--- src/rtl/fft_pkg.sv ---
// fft_pkg: shared types and helpers for the FFT frame sequencer.
//   state_e          - sequencer state encoding (3 bits, IDLE..OUTPUT)
//   STAGE0..STAGE7   - stage index constants
//   BEATS            - beats per frame for the default 32-point, 4-lane build
//   clog2 / is_pow2  - constant functions used by the elaboration checks
package fft_pkg;

    typedef enum logic [2:0] {
        IDLE    = 3'd0,
        LDRAM   = 3'd1,
        RAMRDY  = 3'd2,
        RUNNING = 3'd3,
        DONE    = 3'd4,
        OUTPUT  = 3'd5
    } state_e;

    localparam int unsigned STAGE0 = 0;
    localparam int unsigned STAGE1 = 1;
    localparam int unsigned STAGE2 = 2;
    localparam int unsigned STAGE3 = 3;
    localparam int unsigned STAGE4 = 4;
    localparam int unsigned STAGE5 = 5;
    localparam int unsigned STAGE6 = 6;
    localparam int unsigned STAGE7 = 7;

    localparam int unsigned DEF_NUMSAMPLES = 32;
    localparam int unsigned DEF_LANES      = 4;
    localparam int unsigned BEATS          = DEF_NUMSAMPLES / DEF_LANES;

    function automatic int unsigned clog2(input int unsigned v);
        int unsigned r;
        r = 0;
        for (int unsigned i = 0; i < 32; i++) begin
            if ((64'd1 << i) < 64'(v)) r = i + 1;
        end
        return r;
    endfunction

    function automatic bit is_pow2(input int unsigned v);
        return (v != 0) && ((v & (v - 1)) == 0);
    endfunction

endpackage

--- src/rtl/fft_beat_counter.sv ---
// fft_beat_counter: output beat address counter for the result drain.
//   clk, rst_n - clock, asynchronous active-low reset
//   clr        - synchronous clear to 0 (wins over adv)
//   adv        - advance by one beat, wrapping after BEATS-1
//   addr       - current beat index
//   tc         - terminal count, high while addr == BEATS-1
module fft_beat_counter
    import fft_pkg::*;
#(
    parameter int unsigned ADDRSIZE = 3,
    parameter int unsigned BEATS    = 8
) (
    input  logic                clk,
    input  logic                rst_n,
    input  logic                clr,
    input  logic                adv,
    output logic [ADDRSIZE-1:0] addr,
    output logic                tc
);

    localparam logic [ADDRSIZE-1:0] LAST = ADDRSIZE'(BEATS - 1);

    if (ADDRSIZE != clog2(BEATS)) begin : g_chk_width
        $error("fft_beat_counter: ADDRSIZE must equal log2(BEATS)");
    end

    logic [ADDRSIZE-1:0] cnt_q, cnt_d;

    always_comb begin
        cnt_d = cnt_q;
        if (clr) begin
            cnt_d = '0;
        end else if (adv) begin
            cnt_d = (cnt_q == LAST) ? '0 : cnt_q + 1'b1;
        end
    end

    always_ff @(posedge clk or negedge rst_n) begin
        if (!rst_n) cnt_q <= '0;
        else        cnt_q <= cnt_d;
    end

    assign addr = cnt_q;
    assign tc   = (cnt_q == LAST);

endmodule

--- src/rtl/fft_seq_ctrl.sv ---
// fft_seq_ctrl: frame sequencer for the multi-stage FFT datapath.
// Flow: IDLE -> LDRAM -> RAMRDY -> RUNNING (stage 0..NUMSTAGES-1) -> DONE
//       -> OUTPUT (ready/valid drain) -> IDLE, or LDRAM when cont_mode=1.
// Ports:
//   clk, rst_n        - clock, asynchronous active-low reset
//   start             - begin a frame (IDLE only)
//   abort             - return to IDLE next cycle from any state
//   cont_mode         - after the last beat, reload instead of idling
//   ld_data / ld_done - loader enable / loader finished
//   stage_en/stage_sel/stage_done - one-hot stage enable, index, finished
//   done              - one-cycle pulse when the last stage completes
//   out_valid/out_ready/out_addr/out_last - result drain handshake
//   busy, frame_cnt   - not-idle flag, completed frame counter (wraps)
//   error             - sticky watchdog error
// Build option: define FFT_SEQ_WDOG_EN to add the LDRAM/RUNNING watchdog
// (parameter WDOG_CYCLES); without it error is tied to 0.
// All outputs are decoded from registers only.
module fft_seq_ctrl
    import fft_pkg::*;
#(
    parameter int unsigned WORDSIZE   = 16,
    parameter int unsigned NUMSAMPLES = 32,
    parameter int unsigned LANES      = 4,
    parameter int unsigned NUMSTAGES  = 5,
    parameter int unsigned STAGEW     = 3,
    parameter int unsigned ADDRSIZE   = 3,
    parameter int unsigned FRAMEW     = 8
`ifdef FFT_SEQ_WDOG_EN
    ,
    parameter int unsigned WDOG_CYCLES = 1024
`endif
) (
    input  logic                 clk,
    input  logic                 rst_n,
    input  logic                 start,
    input  logic                 abort,
    input  logic                 cont_mode,
    output logic                 ld_data,
    input  logic                 ld_done,
    output logic [NUMSTAGES-1:0] stage_en,
    output logic [STAGEW-1:0]    stage_sel,
    input  logic                 stage_done,
    output logic                 done,
    output logic                 out_valid,
    input  logic                 out_ready,
    output logic [ADDRSIZE-1:0]  out_addr,
    output logic                 out_last,
    output logic                 busy,
    output logic [FRAMEW-1:0]    frame_cnt,
    output logic                 error
);

    localparam int unsigned        BEAT_CNT   = NUMSAMPLES / LANES;
    localparam logic [STAGEW-1:0]  LAST_STAGE = STAGEW'(NUMSTAGES - 1);

    if (!is_pow2(NUMSAMPLES) || !is_pow2(LANES) || (NUMSAMPLES % LANES) != 0) begin : g_chk_size
        $error("fft_seq_ctrl: NUMSAMPLES and LANES must be powers of 2, LANES dividing NUMSAMPLES");
    end
    if (NUMSTAGES != clog2(NUMSAMPLES)) begin : g_chk_stages
        $error("fft_seq_ctrl: NUMSTAGES must equal log2(NUMSAMPLES)");
    end
    if ((64'd1 << STAGEW) < 64'(NUMSTAGES)) begin : g_chk_stagew
        $error("fft_seq_ctrl: STAGEW too narrow for NUMSTAGES");
    end
    if (ADDRSIZE != clog2(BEAT_CNT)) begin : g_chk_addr
        $error("fft_seq_ctrl: ADDRSIZE must equal log2(NUMSAMPLES/LANES)");
    end
    if (WORDSIZE == 0) begin : g_chk_word
        $error("fft_seq_ctrl: WORDSIZE must be non-zero");
    end

    state_e                 state_q, state_d;
    logic [STAGEW-1:0]      stage_sel_q, stage_sel_d;
    logic [FRAMEW-1:0]      frame_cnt_q, frame_cnt_d;
    logic [NUMSTAGES-1:0]   stage_en_q, stage_en_d;
    logic                   ld_data_q, ld_data_d;
    logic                   done_q, done_d;
    logic                   out_valid_q, out_valid_d;
    logic                   busy_q, busy_d;

    logic                   xfer, final_beat, beat_tc, kill, wdog_trip;
    logic [ADDRSIZE-1:0]    beat_addr;

    assign xfer       = out_valid_q & out_ready;
    assign final_beat = xfer & beat_tc;
    assign kill       = abort | wdog_trip;

`ifdef FFT_SEQ_WDOG_EN
    localparam int unsigned WDW = clog2(WDOG_CYCLES) + 1;

    if (WDOG_CYCLES == 0) begin : g_chk_wdog
        $error("fft_seq_ctrl: WDOG_CYCLES must be non-zero");
    end

    logic [WDW-1:0] wdog_q, wdog_d;
    logic           error_q, error_d;

    // Counter value is the number of cycles already spent in the current
    // state/stage, so the trip fires at the end of the WDOG_CYCLES-th cycle.
    assign wdog_trip = (state_q == LDRAM || state_q == RUNNING) &&
                       (wdog_q == WDW'(WDOG_CYCLES - 1));

    always_comb begin
        wdog_d = wdog_q;
        if (state_d != state_q || stage_sel_d != stage_sel_q) begin
            wdog_d = '0;
        end else if (state_q == LDRAM || state_q == RUNNING) begin
            wdog_d = wdog_q + 1'b1;
        end
        error_d = error_q | wdog_trip;
    end

    assign error = error_q;
`else
    assign wdog_trip = 1'b0;
    assign error     = 1'b0;
`endif

    always_comb begin
        state_d     = state_q;
        stage_sel_d = stage_sel_q;
        frame_cnt_d = frame_cnt_q;

        case (state_q)
            IDLE:    if (start) state_d = LDRAM;
            LDRAM:   if (ld_done) state_d = RAMRDY;
            RAMRDY: begin
                state_d     = RUNNING;
                stage_sel_d = STAGEW'(STAGE0);
            end
            RUNNING: begin
                if (stage_done) begin
                    if (stage_sel_q == LAST_STAGE) state_d = DONE;
                    else                           stage_sel_d = stage_sel_q + 1'b1;
                end
            end
            DONE:    state_d = OUTPUT;
            OUTPUT: begin
                if (final_beat) begin
                    frame_cnt_d = frame_cnt_q + 1'b1;
                    state_d     = cont_mode ? LDRAM : IDLE;
                end
            end
            default: state_d = IDLE;
        endcase

        // Abort / watchdog override everything decided above.
        if (kill) begin
            state_d     = IDLE;
            stage_sel_d = STAGEW'(STAGE0);
            frame_cnt_d = frame_cnt_q;
        end

        // Outputs are registered copies of the next-state decode.
        ld_data_d   = (state_d == LDRAM);
        stage_en_d  = (state_d == RUNNING) ? (NUMSTAGES'(1) << stage_sel_d) : '0;
        done_d      = (state_d == DONE);
        out_valid_d = (state_d == OUTPUT);
        busy_d      = (state_d != IDLE);
    end

    always_ff @(posedge clk or negedge rst_n) begin
        if (!rst_n) begin
            state_q     <= IDLE;
            stage_sel_q <= '0;
            frame_cnt_q <= '0;
            stage_en_q  <= '0;
            ld_data_q   <= 1'b0;
            done_q      <= 1'b0;
            out_valid_q <= 1'b0;
            busy_q      <= 1'b0;
`ifdef FFT_SEQ_WDOG_EN
            wdog_q      <= '0;
            error_q     <= 1'b0;
`endif
        end else begin
            state_q     <= state_d;
            stage_sel_q <= stage_sel_d;
            frame_cnt_q <= frame_cnt_d;
            stage_en_q  <= stage_en_d;
            ld_data_q   <= ld_data_d;
            done_q      <= done_d;
            out_valid_q <= out_valid_d;
            busy_q      <= busy_d;
`ifdef FFT_SEQ_WDOG_EN
            wdog_q      <= wdog_d;
            error_q     <= error_d;
`endif
        end
    end

    // Held at 0 outside OUTPUT so the first beat of every frame is 0.
    fft_beat_counter #(
        .ADDRSIZE (ADDRSIZE),
        .BEATS    (BEAT_CNT)
    ) u_beat_counter (
        .clk   (clk),
        .rst_n (rst_n),
        .clr   (kill | (state_q != OUTPUT)),
        .adv   (xfer),
        .addr  (beat_addr),
        .tc    (beat_tc)
    );

    assign ld_data   = ld_data_q;
    assign stage_en  = stage_en_q;
    assign stage_sel = stage_sel_q;
    assign done      = done_q;
    assign out_valid = out_valid_q;
    assign out_addr  = beat_addr;
    assign out_last  = out_valid_q & beat_tc;
    assign busy      = busy_q;
    assign frame_cnt = frame_cnt_q;

endmodule

--- config.mk ---
export PLATFORM = sky130hd
export DESIGN_NAME = fft_seq_ctrl
export DESIGN_NICKNAME = d
export VERILOG_FILES = /design/src/rtl/fft_pkg.sv /design/src/rtl/fft_beat_counter.sv /design/src/rtl/fft_seq_ctrl.sv
export SDC_FILE = /design/constraint.sdc
export NUM_CORES = 1
export LEC_CHECK = 0
export ABC_CLOCK_PERIOD_IN_PS = 1800
export CAP_MARGIN = 5
export CORE_UTILIZATION = 43
export DETAILED_ROUTE_END_ITERATION = 8
export GPL_TIMING_DRIVEN = 0
export PLACE_DENSITY = 0.81
export REMOVE_ABC_BUFFERS = 1
export SYNTH_ARGS = -nofsm -noshare
export SYNTH_HDL_FRONTEND = slang
export SYNTH_HIERARCHICAL = 1
export SYNTH_SLANG_ARGS = --single-unit
--- constraint.sdc ---
create_clock -name clk -period 1.8 [get_ports clk]
set_clock_uncertainty 0.05 [all_clocks]
set_input_delay 0.18 -clock clk [delete_from_list [all_inputs] [get_ports clk]]
set_output_delay 0.18 -clock clk [all_outputs]
set_load 0.05 [all_outputs]
==> results by group <==
Clock network
  – Clk root buf: clkbuf_4
  – Clock-pin slew on the worst setup and hold paths: 0.14 ns
  – CTS tree: done
  – # hold bufs at CTS: 0
  – Clock Latency Late Sink: 0.32 ns
  – Deepest clock path buffer count: 2
  – TritonCTS Buffers: 3
  – H-tree lvl count: 1
  – Sink Count: 26

Place
  – Setup slack at placement: -0.450 ns
  – Hpwl dp: just under 2000 um
  – GP Congestion: 0.780
  – Placed Cells: approximately 170
  – IO buf count: 31

Setup path
  – Startpoint types: register
  – Reg2Reg Capture Point: stage_en[3]$_DFF_PN0_
  – Crit. End Element: register
  – RR Startpoint: stage_sel[0]$_DFF_PN0_
  – Kind of critical path: register to register
  – CP max FO: 6
  – Worst Setup EP: stage_en[3]$_DFF_PN0_
  – Reg-to-reg setup timing slack: -0.05 ns
  – Critical Path Start: stage_sel[0]$_DFF_PN0_
  – Arr. time, crit path: 2.07 ns
  – Reg2reg path depth: 6
  – Critical Path RT: 2.02 ns

Synthesis
  – Ys Warns: 6
  – Top FF cell, synth: dfrtp_1
  – Top cells by area, synth: dfrtp_1 50%, ha_1 4.8%, nand4_1 3.8%
  – Post-synthesis sequential area ratio: between 40 and 50%
  – Post-synth ARST share: between 90% and 100%
  – Synth cell types: 48
  – Synth top area share: about half
  – Mean Syn Cell Area: 11.3 um2
  – Cell count after synthesis: 115
  – Count leader, synth: dfrtp_1
  – Post-synth EDFFs: 0
  – Top post-synthesis cells by count: 26 x dfrtp_1, 8 x nand4_1, 8 x nor2_1
  – Cell taking the most area after synthesis: dfrtp_1
  – Mapped Area: 0.00130 mm2
  – Flops & latches, synth: 26

Floorplan
  – Die Footprint: 0.00326 mm2
  – Chip width: 57.1 um
  – I/O pin count: 33
  – Rows: 19
  – Die height: 57.1 um
  – Core box area: 0.00281 mm2
  – Initial Util: 46.5%

Flow run
  – MaxCap Viol Count: 0

Outcome
  – Status: complete, but fails checks
  – Failing checks: design-rule violations, negative setup slack

GRT
  – Total track usage: 18.5%
  – Vias in the first global route: around 1000
  – Grt ovf: 0
  – Antenna violations before repair: 0
  – First-pass GRT wire length: about 4700 um
  – Pin count of the biggest net entering global routing: 27

STA
  – Setup TNS: -0.0934 ns
  – Post-route setup slack: -0.0501 ns
  – Slew Limit Fails: 0
  – Worst-margin pin slew: 1.11 ns
  – Final hold violation count: 0
  – Fin crit share: 103%
  – RSZ-0062 raised after global routing: true
  – Peak Freq: 541 MHz
  – Relative slew slack: 25.6%
  – Crit path time final: 1.85 ns
  – Final setup fails: 2

Pwr
  – Pwr per Cell Area: 654 mW/mm2
  – Peak supply drop: 0.000335 V
  – Total power draw: 1130 uW
  – Leakage: 0.000910 uW

Routing
  – Routed Antenna Nets: 0
  – TritonRoute pass-1 iters: 6
  – Avg WL per Cell: 15.0 um
  – Final Routed Wirelength: around 2700 um
  – Residual DRC count: 2
  – Vias per cell: about 5.7
  – Initial drt markers: 31
  – Vias: 1034

Final layout
  – Multi-input gate area: ~630 um2
  – Finished Core Util: 61.9%
  – Reg area: 652 um2
  – Final Non-Filler Cells: 181
  – Area Overhead vs Synth: 33.1%
  – Final net count: 164
  – FILL cells: 250
  – Diode count: 0
  – Share of post-route cells with drive strength above 1: 16.0%

Worst hold path
  – Worst Hold Class: input port to async pin
==> kinds of logic after synthesis <==
logic type,share of synthesized area [%]
mux,1.63
compound gates,10.3
simple gates,25.2
buf+inv,3.17
other cells,0.288
xor+xnor,4.70
fa+ha+maj,4.80
flops,49.9
==> report_power, final <==
part           total, uW  internal, uW  switching (uW)
registers            611           596            14.9
clock network        400           225             175
logic                124          47.7            76.0
total               1130           869             266
==> how the worst min path moves through the flow <==
stage | depth (start not counted) | slack (ns) | to
floorplan | 0 | -0.17 | busy$_DFF_PN0_
global placement | 1 | 0.42 | frame_cnt[7]$_DFFE_PN0P_
detailed placement | 1 | 0.42 | frame_cnt[7]$_DFFE_PN0P_
CTS | 2 | 0.39 | state_q[0]$_DFF_PN0_
global route | 2 | 0.44 | state_q[1]$_DFF_PN0_
finish | 1 | 0.39 | u_beat_counter/addr[0]$_DFFE_PN0P_
==> through the flow <==
stage / instance area [um2] / hold WS (ns)
after floorplan: 1280 / -0.166
after global placement: 1630 / 0.416
after detailed placement: 1630 / 0.419
after CTS: 1700 / 0.387
after global routing: 1740 / 0.440
final: 1740 / 0.385
==> area by class of cell <==
cell class	count	area share, %
Timing Repair Buffer	35	19.8
Sequential cell	26	37.6
Clock buffer	3	1.30
Inverter	4	0.865
Multi-Input combinational cell	81	36.5
Tap cell	31	2.24
Clock inverter	1	1.73
==> what timing repair did <==
item	in CTS	in global routing
setup endpoints to repair	24	18
gates cloned	0	0
pin swaps	2	1
endpoints found under the hold margin	0	0
buffers inserted	3	1
resized for setup	21	9
==> cells in the final DEF (no fill, tap or decap), types with 2 or more instances in the layout <==
master | synthesis | layout
nor3b_1 | 2 | 2
dfrtp_1 | 26 | 25
a21oi_2 | 1 | 2
buf_4 | 1 | 4
clkbuf_4 | 0 | 3
o21ai_0 | 3 | 2
nand4_1 | 8 | 8
xnor2_1 | 5 | 5
nor2_1 | 8 | 8
inv_1 | 4 | 4
a21boi_0 | 2 | 2
and2_1 | 2 | 2
xor2_1 | 2 | 2
dlygate4sd2_1 | 0 | 10
and4b_1 | 2 | 2
ha_2 | 0 | 2
nor4b_1 | 2 | 2
dlymetal6s2s_1 | 0 | 6
ha_1 | 5 | 3
nand3_1 | 2 | 2
nor3_1 | 2 | 2
clkdlybuf4s50_1 | 0 | 14
nand2_1 | 7 | 7
==> layer usage <==
layer	vias up	GRT usage, %	share of wire [%]
met5	-	0	0
met4	0	8.36	2.2
met3	7	2.72	5.1
met2	31	31.9	52
met1	509	22.9	41
li1	487	-	-
==> sequential cells by signal (all words and copies together) (netlist names) <==
signal,flops
stage_en,5
done,1
frame_cnt,8
ld_data,1
busy,1
state_q,3
stage_sel,3
u_beat_counter/addr,3
out_valid,1
==> critical path, cell delays in order (launching register included) <==
cell and delay [ns]:
dfrtp_2 0.41, inv_1 0.05, ha_2 0.18, a21bo_2 0.20, or4b_4 0.49, a31oi_4 0.22, and4b_1 0.21
Power figures use the tool's default switching activity.
